[src/rtl/uart_mem_cmd_ctrl.sv]
`default_nettype none
// ============================================================================
// Module      : uart_mem_cmd_ctrl
// Description : Byte command sequencer between the UART engine and cell RAM.
//               Optional macro CMD_TIMEOUT_EN adds an inter-byte timeout.
// Revision    : 1.0 - initial release
// ============================================================================
module uart_mem_cmd_ctrl #(
    parameter int          ADDR_W      = 16,
    parameter logic [19:0] TIMEOUT_CYC = 20'd1_000_000
) (
    input  logic              clk,
    input  logic              rstb,
    input  logic              rx_rdy,
    input  logic [7:0]        rx_data,
    input  logic              rx_perr,
    input  logic              rx_ferr,
    input  logic              rx_ovf,
    input  logic              tx_rdy,
    output logic              tx_start,
    output logic [7:0]        tx_data,
    output logic [ADDR_W-1:0] mem_addr,
    output logic              mem_we,
    output logic [7:0]        mem_wdata,
    input  logic [7:0]        mem_rdata,
    output logic              busy,
    output logic              cmd_err
);

    localparam logic [2:0] c_st_idle    = 3'd0;
    localparam logic [2:0] c_st_addr_hi = 3'd1;
    localparam logic [2:0] c_st_addr_lo = 3'd2;
    localparam logic [2:0] c_st_data    = 3'd3;
    localparam logic [2:0] c_st_mem_wr  = 3'd4;
    localparam logic [2:0] c_st_mem_rd  = 3'd5;
    localparam logic [2:0] c_st_rd_lat  = 3'd6;
    localparam logic [2:0] c_st_tx_wait = 3'd7;

    localparam logic [7:0] c_op_write  = 8'h57;
    localparam logic [7:0] c_op_read   = 8'h52;
    localparam logic [7:0] c_rep_ok    = 8'h4B;
    localparam logic [7:0] c_rep_unkn  = 8'h3F;

    logic [2:0]        state_q, state_d;
    logic              op_wr_q, op_wr_d;
    logic [7:0]        addr_hi_q, addr_hi_d;
    logic [7:0]        reply_q, reply_d;
    logic [ADDR_W-1:0] mem_addr_q, mem_addr_d;
    logic [7:0]        mem_wdata_q, mem_wdata_d;
    logic              mem_we_q, mem_we_d;
    logic              tx_start_q, tx_start_d;
    logic [7:0]        tx_data_q, tx_data_d;
    logic              busy_q, busy_d;
    logic              cmd_err_q, cmd_err_d;

    logic              w_rx_bad;
    logic              w_rx_ok;
    logic              w_tmo_hit;
    logic [15:0]       w_addr_full;

    assign w_rx_bad    = rx_rdy & (rx_perr | rx_ferr | rx_ovf);
    assign w_rx_ok     = rx_rdy & ~(rx_perr | rx_ferr | rx_ovf);
    assign w_addr_full = {addr_hi_q, rx_data};

`ifdef CMD_TIMEOUT_EN
    logic [19:0] tmo_q, tmo_d;
    logic        w_in_wait;

    assign w_in_wait = (state_q == c_st_addr_hi) || (state_q == c_st_addr_lo) ||
                       (state_q == c_st_data);
    assign w_tmo_hit = w_in_wait && !rx_rdy && (tmo_q == TIMEOUT_CYC - 20'd1);

    always_comb begin
        tmo_d = 20'd0;
        if (w_in_wait && !rx_rdy && !w_tmo_hit) begin
            tmo_d = tmo_q + 20'd1;
        end
    end

    always_ff @(posedge clk) begin
        if (!rstb) begin
            tmo_q <= 20'd0;
        end else begin
            tmo_q <= tmo_d;
        end
    end
`else
    assign w_tmo_hit = 1'b0;
`endif

    always_comb begin
        state_d     = state_q;
        op_wr_d     = op_wr_q;
        addr_hi_d   = addr_hi_q;
        reply_d     = reply_q;
        mem_addr_d  = mem_addr_q;
        mem_wdata_d = mem_wdata_q;
        mem_we_d    = 1'b0;
        tx_start_d  = 1'b0;
        tx_data_d   = tx_data_q;
        cmd_err_d   = 1'b0;

        case (state_q)
            c_st_idle: begin
                // A byte landing in the cycle the reply goes out is dropped.
                if (rx_rdy && (w_rx_bad || tx_start_q)) begin
                    cmd_err_d = 1'b1;
                end else if (w_rx_ok) begin
                    if (rx_data == c_op_write || rx_data == c_op_read) begin
                        op_wr_d = (rx_data == c_op_write);
                        state_d = c_st_addr_hi;
                    end else begin
                        reply_d = c_rep_unkn;
                        state_d = c_st_tx_wait;
                    end
                end
            end
            c_st_addr_hi, c_st_addr_lo, c_st_data: begin
                if (w_rx_bad || w_tmo_hit) begin
                    cmd_err_d = 1'b1;
                    state_d   = c_st_idle;
                end else if (w_rx_ok) begin
                    if (state_q == c_st_addr_hi) begin
                        addr_hi_d = rx_data;
                        state_d   = c_st_addr_lo;
                    end else if (state_q == c_st_addr_lo) begin
                        mem_addr_d = w_addr_full[ADDR_W-1:0];
                        state_d    = op_wr_q ? c_st_data : c_st_mem_rd;
                    end else begin
                        mem_wdata_d = rx_data;
                        mem_we_d    = 1'b1;
                        state_d     = c_st_mem_wr;
                    end
                end
            end
            c_st_mem_wr: begin
                cmd_err_d = rx_rdy;
                reply_d   = c_rep_ok;
                state_d   = c_st_tx_wait;
            end
            c_st_mem_rd: begin
                cmd_err_d = rx_rdy;
                state_d   = c_st_rd_lat;
            end
            c_st_rd_lat: begin
                cmd_err_d = rx_rdy;
                reply_d   = mem_rdata;
                state_d   = c_st_tx_wait;
            end
            c_st_tx_wait: begin
                cmd_err_d = rx_rdy;
                if (tx_rdy) begin
                    tx_start_d = 1'b1;
                    tx_data_d  = reply_q;
                    state_d    = c_st_idle;
                end
            end
            default: begin
                state_d = c_st_idle;
            end
        endcase

        busy_d = (state_d != c_st_idle);
    end

    always_ff @(posedge clk) begin
        if (!rstb) begin
            state_q     <= c_st_idle;
            op_wr_q     <= 1'b0;
            addr_hi_q   <= 8'h00;
            reply_q     <= 8'h00;
            mem_addr_q  <= '0;
            mem_wdata_q <= 8'h00;
            mem_we_q    <= 1'b0;
            tx_start_q  <= 1'b0;
            tx_data_q   <= 8'h00;
            busy_q      <= 1'b0;
            cmd_err_q   <= 1'b0;
        end else begin
            state_q     <= state_d;
            op_wr_q     <= op_wr_d;
            addr_hi_q   <= addr_hi_d;
            reply_q     <= reply_d;
            mem_addr_q  <= mem_addr_d;
            mem_wdata_q <= mem_wdata_d;
            mem_we_q    <= mem_we_d;
            tx_start_q  <= tx_start_d;
            tx_data_q   <= tx_data_d;
            busy_q      <= busy_d;
            cmd_err_q   <= cmd_err_d;
        end
    end

    assign tx_start  = tx_start_q;
    assign tx_data   = tx_data_q;
    assign mem_addr  = mem_addr_q;
    assign mem_we    = mem_we_q;
    assign mem_wdata = mem_wdata_q;
    assign busy      = busy_q;
    assign cmd_err   = cmd_err_q;

endmodule
`default_nettype wire

[config.mk]
export PLATFORM = sky130hd
export DESIGN_NAME = uart_mem_cmd_ctrl
export DESIGN_NICKNAME = d
export VERILOG_FILES = /design/src/rtl/uart_mem_cmd_ctrl.sv
export SDC_FILE = /design/constraint.sdc
export NUM_CORES = 1
export LEC_CHECK = 0
export ABC_AREA = 1
export CAP_MARGIN = 10
export CORE_MARGIN = 3
export CORE_UTILIZATION = 30
export DETAILED_ROUTE_END_ITERATION = 10
export SETUP_SLACK_MARGIN = 0.05
export SYNTH_ARGS = -nofsm -noshare
export SYNTH_HDL_FRONTEND = slang
export SYNTH_SLANG_ARGS = --single-unit
[constraint.sdc]
create_clock -name clk -period 1.65 [get_ports clk]
set_input_delay 0.2475 -clock clk [delete_from_list [all_inputs] [get_ports clk]]
set_output_delay 0.2475 -clock clk [all_outputs]
set_load 0.03 [all_outputs]
# Word-level counts from Yosys, hierarchy flattened
# Cells that the tools add are included.
dict set report totals {
  register_bits 56
  output_inout_bits 36
  elab_cells 71
  in_bits 23
}
dict set report op_classes {
  reduce_logical 17
  n_bitwise 12
  eq_ne 12
  n_mux 19
}
# operator count
set op_table {}
lappend op_table {{$mux 3} 9}
lappend op_table {{$mux 8} 3}
lappend op_table {{$pmux 8 s3} 1}
lappend op_table {{$eq 8x7->1 const B} 2}
lappend op_table {{$pmux 3 s5} 1}
lappend op_table {{$eq 3x3->1 const B} 4}
lappend op_table {{$reduce_and 4->1} 3}
lappend op_table {{$reduce_and 5->1} 2}
lappend op_table {{$not 1->1} 8}
lappend op_table {{$eq 3x2->1 const B} 2}
lappend op_table {{$ne 2x2->1 const B} 3}
lappend op_table {{$reduce_bool 3->1} 2}
lappend op_table {{$reduce_or 5->1} 1}
lappend op_table {{$mux 1} 4}
lappend op_table {{$reduce_and 2->1} 2}
lappend op_table {{$reduce_or 4->1} 1}
lappend op_table {{$eq 3x1->1 const B} 1}
lappend op_table {{$logic_not 3->1} 1}
lappend op_table {{$pmux 1 s3} 1}
lappend op_table {{$reduce_or 3->1} 1}
lappend op_table {{$and 1x1->1} 2}
lappend op_table {{$logic_or 1x1->1} 2}
lappend op_table {{$or 1x1->1} 2}
lappend op_table {{$reduce_or 2->1} 1}
lappend op_table {{$logic_and 1x1->1} 1}

# Logic depth before layout (Yosys ltp)
dict set report logic_depth {
  ltp_word 8
  ltp_mapped 10
  mapped_depth_nobuf 10
}

# Worst setup path after synthesis
# Ideal clock, no wire load.
dict set report synth_timing {
  path_type {register -> register}
  start {reg state_q[1]}
  end {reg mem_addr_q[10] (netlist: mem_addr[10])}
  t_arrival_ns 1.113
  n_path_buf 2
  required_time_ns 1.534
  period_less_slack_ns 1.229
  slack_ns 0.421
  stages_incl_launch_ff 10
  setup_time_ns 0.116
  path_cell_list {dfxtp_1 > nand2_2 > inv_2 > nand2_2 > nor2_2 > buf_6 > inv_4 > buf_8 > nor2_2 > nor2_1}
}
dict set report synth_via {
  elab_chain_cells 3
  word_cells_on_any_way 6
  classes_between {eq/ne (3); bitwise (1); reduce/logical (2)}
}
# item line_no
set synth_rtl {}
lappend synth_rtl {{start, declared} 44} ;# logic [2:0] state_q, state_d;
lappend synth_rtl {{start signal, assigned} 168} ;# state_q <= c_st_idle;
lappend synth_rtl {{start signal, assigned} 180} ;# state_q <= state_d;
lappend synth_rtl {{$eq 3x1->1 (tied with other cells)} {103, 123}}
lappend synth_rtl {{$reduce_or 3->1 / $not 1->1 (equally long branches)} --}
lappend synth_rtl {{$reduce_and 5->1 (no source line) *} --}
lappend synth_rtl {{end signal, assigned} 184} ;# mem_addr_q <= mem_addr_d;
lappend synth_rtl {{end, declared} 48} ;# logic [ADDR_W-1:0] mem_addr_q, mem_addr_d;
# Mark *: on every way between the ends. The rest lies on a longest branch, timed or not.
# A chain may end at the register's enable or synchronous reset.

# Final worst setup path
dict set report layout_timing {
  start {reg mem_addr_q[4] (netlist: mem_addr[4])}
  end {out mem_addr[4]}
}
# item line_no
set layout_lines {}
lappend layout_lines {{end, declared} 22} ;# output logic [ADDR_W-1:0] mem_addr,
# No word-level cell between the ends.

==> implementation parameters <==
Parameter                              Value

Run status
  Run status ... finished clean

Floorplan
  Die outline height ... 92.6 um
  Standard cell core area ... 7020 um^2
  Number of ports placed on the die boundary ... 59
  Die Footprint ... 8570 um^2
  Die outline width ... 92.6 um
  Starting Density ... 32.0%
  FP Rows ... 30

Synthesis
  Cell Area, Synth ... 2250 um^2
  Share of flip-flops with an asynchronous set or reset after synthesis ... 0%
  Mapped Nets ... 317
  Synthesized instance count ... 294
  Mean instance size in the synthesized netlist ... 7.65 um^2
  Top-count cell post-synth ... dfxtp_1
  Share of synthesized area occupied by flip-flops and latches ... 49.8%
  EDFF count, synth ... 0
  Biggest area contributors in the synthesized netlist ... dfxtp_1 50%, o21ai_0 10%, nor2_1 9.0%, nand2_1 6.2%, a21oi_1 5.6%
  Register bit count reported by yosys ... 56
  Leading cell types by count after synthesis ... 56 x dfxtp_1, 54 x nor2_1, 46 x o21ai_0, 37 x nand2_1, 25 x a21oi_1
  Proportion of netlist area held by the largest area contributor ... 49.8%
  Yosys Warn Count ... 0
  Unique masters post-synth ... 24
  Most used flip-flop cell after synthesis ... dfxtp_1
  Yosys top cell by area ... dfxtp_1

Timing
  Final hold violation count ... 0
  Pin slew with the least headroom to its limit ... 0.357 ns
  Slack of the critical path ... 0.0890 ns
  Final period utilization ... 94.6%
  Slew headroom ... 76.1%
  Final critical delay including setup and external delays ... 1.56 ns
  Setup_tns ... 0 ns
  Total of endpoints with negative setup slack in the final report ... 0
  Final-layout worst hold slack ... 0.457 ns
  Max-slew violation total from the final report ... 0
  RSZ-0062 raised after global routing ... no
  Fmax ... 0.641 GHz
  Setup Skew ... 0.00509 ns

Setup path
  Required time worst endpoint ... 1.40 ns
  Category of the worst setup path capture point ... output pin
  Flop2flop setup slack ... 0.24 ns
  Critical path fanouts, max ... 2
  Slowest cell on the critical path ... clkdlybuf4s50_1
  Number of buffers and inverters on the critical path ... 1
  Data arrival time of the worst path ... 1.31 ns
  Crit start category ... register
  Peak per-stage delay on the critical path ... 0.67 ns
  Family of cells with the greatest summed delay on the critical path ... buffers and inverters
  WS Path Type ... register to output pin
  Cell-by-cell listing of the critical path ... clkdlybuf4s50_1

Clocking
  Bufs on Longest Clock Path ... 2
  CTS H-Tree Depth ... 2
  TritonCTS clock tree ... yes
  Sink count of the clock tree ... 56
  CTS Root Buffer Type ... clkbuf_8
  Worst skew pair latency ... 0.30 ns
  Post-cts hold buffer count ... 0
  Clock transition at path regs ... 0.09 ns
  Number of buffers added by the clock tree synthesis step ... 5

Final layout
  Layout Area Growth over Synthesis ... 44.6%
  Post-layout util ... 46.3%
  Number of nets in the final layout ... 392
  Number of fill cells in the layout ... 730
  Final instance area ... 3250 um^2
  Ant. Diodes ... 0
  Non-filler instance count after layout ... 466
  Share of post-route cells with drive strength above 1 ... 17.0%

Global route
  Overall fraction of global-route tracks in use ... 12.9%
  M2 GR Usage ... 21.2%
  Wire length of the first global-routing pass ... 8960 um
  Final global-route overflow total ... 0
  Maximum number of pins on one net before global-route repair ... 42
  Met3 usage ... 3.82%
  Busiest metal layer after global routing ... met2
  Number of antenna violations at the first check in global routing ... 0
  Vias in the first global route ... 2016
  GR met1 Demand/Resource ... 16.3%

Route
  First-pass detailed-route iteration total ... 4
  Total number of vias ... 2075
  DRC violation count after routing ... 0
  Routed WL ... 5380 um
  Average detailed-routed wire length per instance ... 11.5 um
  Count of antenna-violating nets left after detailed routing ... 0
  Number of DRC markers after the initial detailed-route iteration ... 49
  Vias/cell ... 4.45

Placement
  Post-detailed-placement cell area ... 3090 um^2
  Count of buffers from port buffering ... 58
  GPL Wtd Cong ... 0.774
  Pre-CTS setup slack ... -0.113 ns
  Half-perimeter wire length after placement ... 4030 um
  Count of placed standard cells including taps ... 458

Power and ir drop
  Reported leakage power ... 1.84 nW
  Power per standard cell area ... 791 nW/um^2
  Total power ... 2.57 mW
  IR Drop Worst-Case VDD ... 0.365 mV

Min path
  Path class of the lowest-slack min-delay path ... register to register

Job
  Max-cap violations ... 0
==> worst min-delay path: cells and delay by family (launching register included) <==
family,cells,cell delay (ns)
buffers and inverters,1,0.06
AOI/OAI and AO/OA,1,0.05
DFF,1,0.31
==> power by group <==
part / leakage, nW / internal [mW] / total [mW] / switching [mW]
logic: 1.34 / 0.135 / 0.298 / 0.163
registers: 0.453 / 1.39 / 1.41 / 0.0167
clock network: 0.0552 / 0.451 / 0.868 / 0.417
total: 1.84 / 1.98 / 2.57 / 0.596
==> cell usage in the layout (no fill, tap or decap) <==
cell type        Yosys  final
nand3_4              1      1
inv_4                2      2
buf_4                2     17
clkdlybuf4s50_1      0     29
nor2_1              54     54
inv_2                8      8
dlygate4sd2_1        0      4
a21oi_1             25     25
o21ai_0             46     46
dfxtp_1             56     56
nor2_2              15     15
clkbuf_8             0      5
nand2_1             37     37
nand3_1              5      5
nand2_2              4      4
buf_12               0      4
dlymetal6s2s_1       0     25
clkbuf_1             5      1
nand2_4              1      1
a31oi_1              1      1
a21oi_2              1      1
nand3_2              1      1
a211oi_1             1      1
clkinv_2             0      1
nor3_2               2      2
nand4_1              3      3
bufinv_16            0      1
inv_1               20     20
==> logic make-up after synthesis <==
family	count (synthesis)	share of synthesized area (%)
DFF	56	49.8
buffers and inverters	41	8.34
AOI/OAI and AO/OA	74	16.8
and+or+nand+nor	123	25.0
==> flip-flops by register name, summed over array words and instances, names as in the netlist <==
| register | cells |
|---|---|
| mem_addr | 16 |
| busy | 1 |
| op_wr_q | 1 |
| cmd_err | 1 |
| state_q | 3 |
| mem_wdata | 8 |
| tx_start | 1 |
| reply_q | 8 |
| addr_hi_q | 8 |
| tx_data | 8 |
| mem_we | 1 |
==> final cells by class <==
cell class / instances / area, um^2 / share of cell area, %
Tap cell: 96 / 120 / 3.69
Clock inverter: 2 / 35.0 / 1.08
Multi-Input combinational cell: 197 / 941 / 28.9
Inverter: 30 / 118 / 3.62
Timing Repair Buffer: 79 / 846 / 26.0
Clock buffer: 6 / 72.6 / 2.23
Sequential cell: 56 / 1120 / 34.5
==> repair_timing <==
item | 4_1_cts | 5_1_grt
cloned | 0 | 0
gates resized for setup | 4 | 25
setup endpoints to repair | 4 | 25
buffers inserted | 0 | 0
hold endpoints to repair | 0 | 0
==> routing by layer <==
layer  share of wire [%]  vias to the layer above
met4                0.15                        0
met3                 6.7                        2
met1                  47                      932
met2                  46                       50
met5                   0                        -
li1                    -                     1091
==> path summary, 6_finish.rpt <==
| check | depth (start not counted) | startpoint | to |
|---|---|---|---|
| setup / recovery | 1 | mem_addr[4] | mem_addr[4] |
| hold / removal | 2 | reply_q[5] | tx_data[5] |
| setup reg to reg | 7 | state_q[1] | addr_hi_q[7] |
| hold reg to reg | 2 | reply_q[5] | tx_data[5] |
No activity file was read; power rests on OpenSTA's default activity.
